==> src/rtl/mc_alu_pkg.sv <==
// Shared opcode and MDU state encodings for mc_alu and its iterative datapath.
package mc_alu_pkg;

  typedef enum logic [3:0] {
    ALU_OR   = 4'd0,
    ALU_AND  = 4'd1,
    ALU_ADD  = 4'd2,
    ALU_SUB  = 4'd3,
    ALU_IMM  = 4'd4,
    ALU_XOR  = 4'd5,
    ALU_NOR  = 4'd6,
    ALU_SLL  = 4'd7,
    ALU_SRL  = 4'd8,
    ALU_SRA  = 4'd9,
    ALU_SLT  = 4'd10,
    ALU_SLTU = 4'd11
  } alu_op_e;

  typedef enum logic [2:0] {
    MD_NONE  = 3'd0,
    MD_MULT  = 3'd1,
    MD_MULTU = 3'd2,
    MD_DIV   = 3'd3,
    MD_DIVU  = 3'd4,
    MD_MTHI  = 3'd5,
    MD_MTLO  = 3'd6
  } md_op_e;

  typedef enum logic [1:0] {
    S_IDLE = 2'd0,
    S_RUN  = 2'd1,
    S_FIN  = 2'd2
  } mdu_state_e;

endpackage

==> src/rtl/mc_alu_mdu_iter.sv <==
// Iterative multiply/divide datapath: radix-2 shift-add multiply, restoring divide,
// operating on magnitudes with a sign fix-up on the result.
module mdu_iter
  import mc_alu_pkg::*;
#(
  parameter int WIDTH = 32
) (
  input  logic             clk,
  input  logic             reset_n,
  input  logic             load,
  input  logic             step,
  input  logic [2:0]       op,
  input  logic [WIDTH-1:0] a,
  input  logic [WIDTH-1:0] b,
  output logic [WIDTH-1:0] hi_res,
  output logic [WIDTH-1:0] lo_res
);

  logic             is_signed, is_div, a_neg, b_neg;
  logic [WIDTH-1:0] a_mag, b_mag;
  logic [WIDTH-1:0] acc, q, m, a_keep, acc_nx, q_nx;
  logic             div_mode, div0, neg_q, neg_r;
  logic [WIDTH:0]   sum, shifted, diff;
  logic [2*WIDTH-1:0] prod, prod_fix;

  assign is_signed = (op == MD_MULT) || (op == MD_DIV);
  assign is_div    = (op == MD_DIV)  || (op == MD_DIVU);
  assign a_neg     = is_signed & a[WIDTH-1];
  assign b_neg     = is_signed & b[WIDTH-1];
  assign a_mag     = a_neg ? -a : a;
  assign b_mag     = b_neg ? -b : b;

  always_ff @(posedge clk or negedge reset_n) begin
    if (!reset_n) begin
      acc      <= '0;
      q        <= '0;
      m        <= '0;
      a_keep   <= '0;
      div_mode <= 1'b0;
      div0     <= 1'b0;
      neg_q    <= 1'b0;
      neg_r    <= 1'b0;
    end else if (load) begin
      acc      <= '0;
      q        <= is_div ? a_mag : b_mag;
      m        <= is_div ? b_mag : a_mag;
      a_keep   <= a;
      div_mode <= is_div;
      div0     <= is_div && (b == '0);
      neg_q    <= a_neg ^ b_neg;
      neg_r    <= a_neg;
    end else if (step) begin
      acc <= acc_nx;
      q   <= q_nx;
    end
  end

  // One iteration; the accumulator stays below the divisor so diff[WIDTH] is the borrow.
  always_comb begin
    sum     = {1'b0, acc} + (q[0] ? {1'b0, m} : '0);
    shifted = {acc, q[WIDTH-1]};
    diff    = shifted - {1'b0, m};
    acc_nx  = acc;
    q_nx    = q;
    if (div_mode) begin
      if (!diff[WIDTH]) begin
        acc_nx = diff[WIDTH-1:0];
        q_nx   = {q[WIDTH-2:0], 1'b1};
      end else begin
        acc_nx = shifted[WIDTH-1:0];
        q_nx   = {q[WIDTH-2:0], 1'b0};
      end
    end else begin
      {acc_nx, q_nx} = {sum, q[WIDTH-1:1]};
    end
  end

  assign prod     = {acc_nx, q_nx};
  assign prod_fix = neg_q ? -prod : prod;

  always_comb begin
    if (!div_mode) begin
      hi_res = prod_fix[2*WIDTH-1:WIDTH];
      lo_res = prod_fix[WIDTH-1:0];
    end else if (div0) begin
      hi_res = a_keep;
      lo_res = '1;
    end else begin
      hi_res = neg_r ? -acc_nx : acc_nx;
      lo_res = neg_q ? -q_nx : q_nx;
    end
  end

endmodule

==> src/rtl/mc_alu.sv <==
// Combinational ALU plus a multi-cycle multiply/divide unit with HI/LO registers.
module mc_alu
  import mc_alu_pkg::*;
#(
  parameter int WIDTH = 32,
  parameter int SHW   = $clog2(WIDTH)
) (
  input  logic             clk,
  input  logic             reset_n,
  input  logic [WIDTH-1:0] a_i,
  input  logic [WIDTH-1:0] b_i,
  input  logic [3:0]       alu_op_i,
  input  logic [2:0]       md_op_i,
  input  logic             start_i,
  input  logic             flush_i,
  output logic [WIDTH-1:0] ao_o,
  output logic [WIDTH-1:0] hi_o,
  output logic [WIDTH-1:0] lo_o,
  output logic             busy_o,
  output logic             done_o
);

  mdu_state_e        state, state_nx;
  logic [SHW-1:0]    cnt;
  logic [WIDTH-1:0]  hi, lo, hi_res, lo_res;
  logic signed [WIDTH-1:0] a_s, b_s;
  logic              start_ok, md_go, last_step;

  assign a_s = a_i;
  assign b_s = b_i;

  always_comb begin
    ao_o = '0;
    case (alu_op_i)
      ALU_OR:   ao_o = a_i | b_i;
      ALU_AND:  ao_o = a_i & b_i;
      ALU_ADD:  ao_o = a_i + b_i;
      ALU_SUB:  ao_o = a_i - b_i;
      ALU_IMM:  ao_o = b_i;
      ALU_XOR:  ao_o = a_i ^ b_i;
      ALU_NOR:  ao_o = ~(a_i | b_i);
      ALU_SLL:  ao_o = b_i << a_i[SHW-1:0];
      ALU_SRL:  ao_o = b_i >> a_i[SHW-1:0];
      ALU_SRA:  ao_o = b_s >>> a_i[SHW-1:0];
      ALU_SLT:  ao_o = {{(WIDTH-1){1'b0}}, (a_s < b_s)};
      ALU_SLTU: ao_o = {{(WIDTH-1){1'b0}}, (a_i < b_i)};
      default:  ao_o = '0;
    endcase
  end

  // flush_i in IDLE blocks a simultaneous start; MTHI/MTLO never leave IDLE.
  assign start_ok  = (state == S_IDLE) && start_i && !flush_i;
  assign md_go     = start_ok && ((md_op_i == MD_MULT) || (md_op_i == MD_MULTU) ||
                                  (md_op_i == MD_DIV)  || (md_op_i == MD_DIVU));
  assign last_step = (state == S_RUN) && !flush_i && (cnt == '0);

  always_comb begin
    state_nx = state;
    case (state)
      S_IDLE:  if (md_go) state_nx = S_RUN;
      S_RUN:   if (flush_i) state_nx = S_IDLE;
               else if (cnt == '0) state_nx = S_FIN;
      S_FIN:   state_nx = S_IDLE;
      default: state_nx = S_IDLE;
    endcase
  end

  always_ff @(posedge clk or negedge reset_n) begin
    if (!reset_n) begin
      state <= S_IDLE;
      cnt   <= '0;
      hi    <= '0;
      lo    <= '0;
    end else begin
      state <= state_nx;
      if (md_go) cnt <= SHW'(WIDTH - 1);
      else if ((state == S_RUN) && (cnt != '0)) cnt <= cnt - 1'b1;
      // The final iteration's result is committed on the same edge that enters FIN.
      if (last_step) begin
        hi <= hi_res;
        lo <= lo_res;
      end else if (start_ok && (md_op_i == MD_MTHI)) begin
        hi <= a_i;
      end else if (start_ok && (md_op_i == MD_MTLO)) begin
        lo <= a_i;
      end
    end
  end

  mdu_iter #(.WIDTH(WIDTH)) u_iter (
    .clk     (clk),
    .reset_n (reset_n),
    .load    (md_go),
    .step    (state == S_RUN),
    .op      (md_op_i),
    .a       (a_i),
    .b       (b_i),
    .hi_res  (hi_res),
    .lo_res  (lo_res)
  );

  assign hi_o   = hi;
  assign lo_o   = lo;
  assign busy_o = (state != S_IDLE);
  assign done_o = (state == S_FIN);

endmodule

==> config.mk <==
export PLATFORM = sky130hd
export DESIGN_NAME = mc_alu
export DESIGN_NICKNAME = d
export VERILOG_FILES = /design/src/rtl/mc_alu_pkg.sv /design/src/rtl/mc_alu_mdu_iter.sv /design/src/rtl/mc_alu.sv
export SDC_FILE = /design/constraint.sdc
export NUM_CORES = 1
export LEC_CHECK = 0
export BUFFER_PORTS_ARGS = -buffer_cell sky130_fd_sc_hd__buf_2
export CORE_AREA = 3 3 459 234
export CTS_CLUSTER_SIZE = 20
export DETAILED_ROUTE_END_ITERATION = 12
export DIE_AREA = 0 0 462 237
export MAX_ROUTING_LAYER = met4
export PLACE_DENSITY_LB_ADDON = 0.12
export SYNTH_ARGS = -nofsm -noshare
export SYNTH_HDL_FRONTEND = slang
export SYNTH_SLANG_ARGS = --single-unit
==> constraint.sdc <==
create_clock -name clk -period 8.9 [get_ports clk]
set_input_delay 0.445 -clock clk [delete_from_list [all_inputs] [get_ports clk]]
set_output_delay 0.445 -clock clk [all_outputs]
set_load 0.05 [all_outputs]
==> results.yml, run 1 <==
outcome:
  status: "completed"
logic_synthesis:
  synth_xor_area_share_pct: 5.83
  syn_avg_cell_area_um2: 7.10
  synth_top_family_by_area: "compound AO/OA/AOI/OAI gates"
  synthTopCellsByArea: "dfrtp_1, ha_1, nand2_1"
  ys_async_sr_fraction_pct: 100
  ys_types: 93
  synth-simple-area-share_pct: 22.2
  ys_warn_count: 0
  syn_nets: 3887
  ys.flop_type: "dfrtp_1"
  synthAdderAreaFrac_pct: 8.35
  muxShareOfSynthArea_pct: 6.23
  synth_compound_area_share_pct: 31.5
  ys_ff_latch: 203
  yosysSeqAreaShare_pct: 19.7
  synth_top_area_share_pct: 19.7
  synth_area_um2: 25800
  yosysTopAreaCell: "dfrtp_1"
  synth_edf_count: 0
  syn_inst: 3642
power_and_ir_drop:
  p_per_area_nw_per_um2: 299
  vdd_drop_max_v: 0.000142
  power_mw: 8.65
  p_leak_nw: 12.0
sta:
  finalCriticalPeriod_ns: 6.96
  worst_clock_skew_ns: 0.0253
  tns_ns: 0
  worst_slew_pin_slew_ns: 1.45
  setup-violations-final: 0
  fmax_mhz: 144
  rsz0062_at_grt: "false"
  relSlewSlack_pct: 2.90
  hold_viol: 0
  worst_slack_ns: 1.94
  finalMaxSlewViolations: 0
  holdWs_ns: 0.104
  finalCritPeriodShare_pct: 78.2
setup_path:
  cp.arrival_ns: 6.52
  critPathLaunchType: "input pin"
  critPathRequiredTime_ns: 8.46
  critPathMaxFanout: 41
  path_class: "in -> out"
  cp-end-kind: "output port"
floorplanning:
  core_um2: 104000
  die_area_um2: 109000
  rows: 84
  die_x_um: 462
  fp.dieH_um: 237
  ios: 173
  start_util_pct: 24.8
placement:
  placed_cells: 5019
  gp_congestion: 1.05
  port_buffers: 172
  dp_slack_ns: 2.26
  dp_hpwl_mm: 132
  dpl-instance-area_um2: 28200
final_layout:
  area_growth_pct: 12.0
  drive_above_1_share_pct: 10.1
  fin_nets: 3912
  design_area_um2: 28900
  postLayoutCoreUtil_pct: 27.8
  final_cells: 5068
route:
  viasPerCell: 6.06
  num_vias: 30700
  firstDrtPassIters: 7
  drc: 0
  post_drt_wl_per_cell_um: 32.3
  routed_wl_mm: 164
  drt_first_iter_violations: 5375
  ant_nets: 0
clocking:
  cts-resized-gates: 0
  post_cts_buffers: 0
  clkSinkCount: 203
  cts_made_buffers: 21
  tritoncts: "built"
  clockBufferDepth: 3
  cts.clk_slew.worst_paths_ns: 0.08
  clk_latency_ns: 0.57
  cts_max_level: 1
  clock-root-buffer: "clkbuf_16"
global_route:
  grt_overflow: 0
  grt_use_total_pct: 29.6
  grt_max_degree: 128
  grt_pass1_vias: 26900
  grt_pass1_wl_mm: 225
  antenna_found_initial: 14
flow_run:
  max_cap_viol_count: 0
hold_path:
  hp-class: "in -> reg"
## critical path: stages
cell and delay [ns]:
buf_4 0.24, inv_1 0.10, buf_4 0.24, ha_1 0.39, inv_1 0.10, fa_1 0.43
nor2b_1 0.16, o21bai_1 0.17, a21oi_1 0.12, o41ai_1 0.37, a21oi_1 0.12, nor2_1 0.56
o211ai_1 0.45, a21boi_0 0.64, o21ai_0 0.24, and2_1 0.23, o22ai_1 0.15, nor4b_1 0.08
a31oi_1 0.84, buf_2 0.42
## sequential cells by signal (all words and copies together) (netlist names), 2 cells and up
| signal | cells |
|---|---|
| u_iter.q | 32 |
| u_iter.acc | 32 |
| lo_o | 32 |
| hi_o | 32 |
| u_iter.a_keep | 32 |
| state | 2 |
| cnt | 5 |
| u_iter.m | 32 |
## per-layer routing
metal	wire length, um	track usage (%)
met1	85600	49.7
met2	50400	29.5
met3	26800	13.7
met4	1140	2.13
met5	0	-
## layout by cell type (no fill, tap or decap), types with 16 or more instances in the layout
cell and n:
inv_1 165, o211ai_1 121, buf_4 78, nor3_1 56, nand4_1 34, mux2i_1 130
o21ai_0 365, clkbuf_16 21, a21o_1 35, or3_1 32, nand3_1 84, or2_2 19
buf_2 170, xnor2_1 134, o31ai_1 39, a32oi_1 34, nand2b_1 23, o21bai_1 27
a31oi_1 47, ha_1 166, nor4_1 25, nor2_1 353, a21oi_1 264, a211oi_1 37
xor2_1 38, a22oi_1 29, o221ai_1 20, and2_1 46, o22ai_1 27, a41oi_1 16
dfrtp_1 202, nand2_1 503, a221oi_1 27, a221o_1 16, and3_1 22, o2111ai_1 17
## Yosys cell counts, types with 47 or more instances
library cell / instances
xnor2_1: 134
mux2i_1: 130
clkbuf_1: 204
inv_1: 167
nand2_1: 504
nor2_1: 356
a21oi_1: 265
a31oi_1: 47
nand3_1: 84
and2_1: 47
o211ai_1: 121
ha_1: 166
dfrtp_1: 203
o21ai_0: 365
nor3_1: 60
## cell type report
class / count / area (um2)
well taps: 1376 / 1720
fillers: 11600 / 75100
clock buffers: 31 / 633
clock inverters: 6 / 83.8
inverters: 172 / 646
multi-input cells: 3018 / 19300
repair buffers: 251 / 1480
flip-flops and latches: 203 / 5080
diodes: 11 / 27.5
## cell families after synthesis
logic type / after synthesis
and+or+nand+nor: 1271
adders and majority gates: 170
buffers and inverters: 421
DFF: 203
muxes: 150
xor gates and xnor gates: 172
AOI/OAI and AO/OA: 1255
## final timing paths
check / from / end / slack [ns] / cells after the start
worst max-delay path: a_i[0] / ao_o[24] / 1.94 / 20
worst min-delay path: flush_i / state[0] / 0.10 / 2
worst max register to register: u_iter.q[31] / hi_o[25] / 1.98 / 16
worst min register to register: u_iter.a_keep[25] / u_iter.a_keep[25] / 0.48 / 2
max in group asynchronous: reset_n / u_iter.div_mode / 6.85 / 3
min in group asynchronous: reset_n / u_iter.acc[25] / 0.45 / 2
## where the power goes
| part | total (mW) | internal, mW | switching, mW |
|---|---|---|---|
| combinational | 6.04 | 1.72 | 4.33 |
| clock | 1.03 | 0.552 | 0.482 |
| sequential | 1.57 | 1.21 | 0.364 |
| total | 8.65 | 3.48 | 5.17 |
## what timing repair did
| item | CTS | global route |
|---|---|---|
| endpoints found under the hold margin | 76 | 0 |
| hold buffers | 1 | 0 |
| endpoints found under the setup margin | 0 | 0 |
No activity file was read; power rests on OpenSTA's default activity.
==> inputs of run 2 (changes only) <==
==> constraint.sdc (replaced) <==
create_clock -name clk -period 6 [get_ports clk]
set_input_delay 0.3 -clock clk [delete_from_list [all_inputs] [get_ports clk]]
set_output_delay 0.3 -clock clk [all_outputs]
set_load 0.05 [all_outputs]
==> results.yml, run 2 (same netlist as run 1, synthesis figures left out) <==
outcome:
  status: "completed"
placement:
  port_buffers: 172
  dp_hpwl_mm: 142
  gp_congestion: 1.02
  placed_cells: 5107
  dpl-instance-area_um2: 28900
floorplanning:
  rows: 84
  ios: 173
  fp.dieH_um: 237
  core_um2: 104000
  die_x_um: 462
  start_util_pct: 24.8
  die_area_um2: 109000
power_and_ir_drop:
  power_mw: 13.6
  p_per_area_nw_per_um2: 457
  vdd_drop_max_v: 0.000208
  p_leak_nw: 12.5
final_layout:
  register_area_um2: 5080
  design_area_um2: 29700
  layout_commonest_cell: "nand2_1"
  final_cells: 5155
  multi_input_area_um2: 19300
  fill_cells: 11500
  area_growth_pct: 14.9
  drive_above_1_share_pct: 12.2
  final_cell_mix: "nand2_1, o21ai_0, nor2_1"
  fin_nets: 4004
sta:
  finalMaxSlewViolations: 0
  finalCriticalPeriod_ns: 5.73
  relSlewSlack_pct: 14.6
  hold_viol: 0
  setup-violations-final: 0
  worst_clock_skew_ns: 0.0272
  fmax_mhz: 175
  rsz0062_at_grt: "false"
  worst_slew_pin_slew_ns: 1.28
  finalCritPeriodShare_pct: 95.4
  tns_ns: 0
setup_path:
  cp.arrival_ns: 5.43
  critPathLaunchType: "input pin"
  critPathRequiredTime_ns: 5.70
  critPathMaxFanout: 3
  cp-end-kind: "output port"
  path_class: "in -> out"
global_route:
  grt_pass1_vias: 27300
  grt_pass1_wl_mm: 235
  antenna_found_initial: 13
  grt_use_total_pct: 31.5
  grt_overflow: 0
  grt_max_degree: 126
route:
  post_drt_wl_per_cell_um: 33.6
  firstDrtPassIters: 7
  dr_wl_met2_mm: 50.7
  drt_first_iter_violations: 5193
  maxUsedRoutingLayer: "met4"
  drc: 0
  viasPerCell: 6.07
  wl_met3_mm: 29.9
  ant_nets: 0
  num_vias: 31300
  drt-met1-wl_mm: 90.5
  routed_wl_mm: 173
hold_path:
  hp-class: "in -> reg"
clocking:
  clockBufferDepth: 3
  cts.clk_slew.worst_paths_ns: 0.07
  cts_made_buffers: 23
  clock-root-buffer: "clkbuf_16"
  clkSinkCount: 203
  tritoncts: "built"
  cts_max_level: 1
  clk_latency_ns: 0.59
flow_run:
  max_cap_viol_count: 0
[run 2: cell count changes in the layout (fill, tap and decap cells not counted), moves of 2 or more]
cell        change
o21ai_1         +4
o21ai_0         -4
clkinvlp_4      +2
buf_2           -4
buf_12          +7
clkbuf_16       +2
clkinv_2        +2
clkbuf_1        +2
clkbuf_8        -5
diode_2         -5
buf_4          +86
[run 2: report_power, final]
group / leakage, nW / internal (mW) / switching, mW / total [mW]
clock: 0.342 / 0.775 / 0.737 / 1.51
sequential: 2.53 / 1.79 / 0.643 / 2.44
combinational: 9.63 / 2.87 / 6.74 / 9.61
total: 12.5 / 5.44 / 8.12 / 13.6
[run 2: through the flow]
stage | hold slack, ns | util, % | setup WS [ns]
final | 0.0954 | 28.5 | 0.274
after global routing | 0.105 | 28.5 | 0.0480
after CTS | 0.0792 | 28.5 | 0.0967
after detailed placement | 0.372 | 27.8 | 0.0932
after global placement | 0.367 | 27.8 | 0.280
after floorplan | 0.00441 | - | 0.119
[run 2: layer usage]
layer,GRT usage (%),vias up
li1,-,13600
met1,51.6,15600
met2,30.0,2045
met3,17.8,102
met4,2.96,0
met5,-,-
[run 2: final timing paths]
kind / cells after the start / slack, ns / to / from
max: 19 / 0.27 / ao_o[30] / a_i[0]
min: 3 / 0.1 / lo_o[9] / a_i[9]
max reg2reg: 20 / 0.33 / hi_o[28] / u_iter.q[31]
min reg2reg: 2 / 0.48 / u_iter.a_keep[12] / u_iter.a_keep[12]
max in group asynchronous: 3 / 4.14 / u_iter.div_mode / reset_n
min in group asynchronous: 2 / 0.34 / u_iter.acc[26] / reset_n
[run 2: worst max-delay path, cell delays in order]
cell and delay, ns:
buf_4 0.13, inv_1 0.07, ha_1 0.25, inv_1 0.08, fa_1 0.44, nor2b_1 0.16, o21bai_1 0.32, a21oi_1 0.16
o41ai_1 0.30, a21oi_1 0.13, nor2_1 0.19, o211ai_1 0.30, nand2_1 0.40, a21oi_1 0.29, a311oi_1 0.47, a21oi_1 0.13
or4_1 0.47, o21ai_1 0.41, buf_2 0.40
[run 2: repair_timing]
action | 4_1_cts | 5_1_grt
setup buffers | 0 | 1
setup endpoints to repair | 0 | 9
gates resized for setup | 0 | 3
hold buffers | 2 | 0
endpoints found under the hold margin | 79 | 0
[run 2: layout make-up]
cell class | instances | area share (%)
Timing Repair Buffer | 341 | 7.60
Clock inverter | 9 | 0.265
Sequential cell | 203 | 17.1
Multi-Input combinational cell | 3018 | 64.9
Antenna cell | 6 | 0.0506
Tap cell | 1376 | 5.80
Clock buffer | 30 | 2.09
Inverter | 172 | 2.17
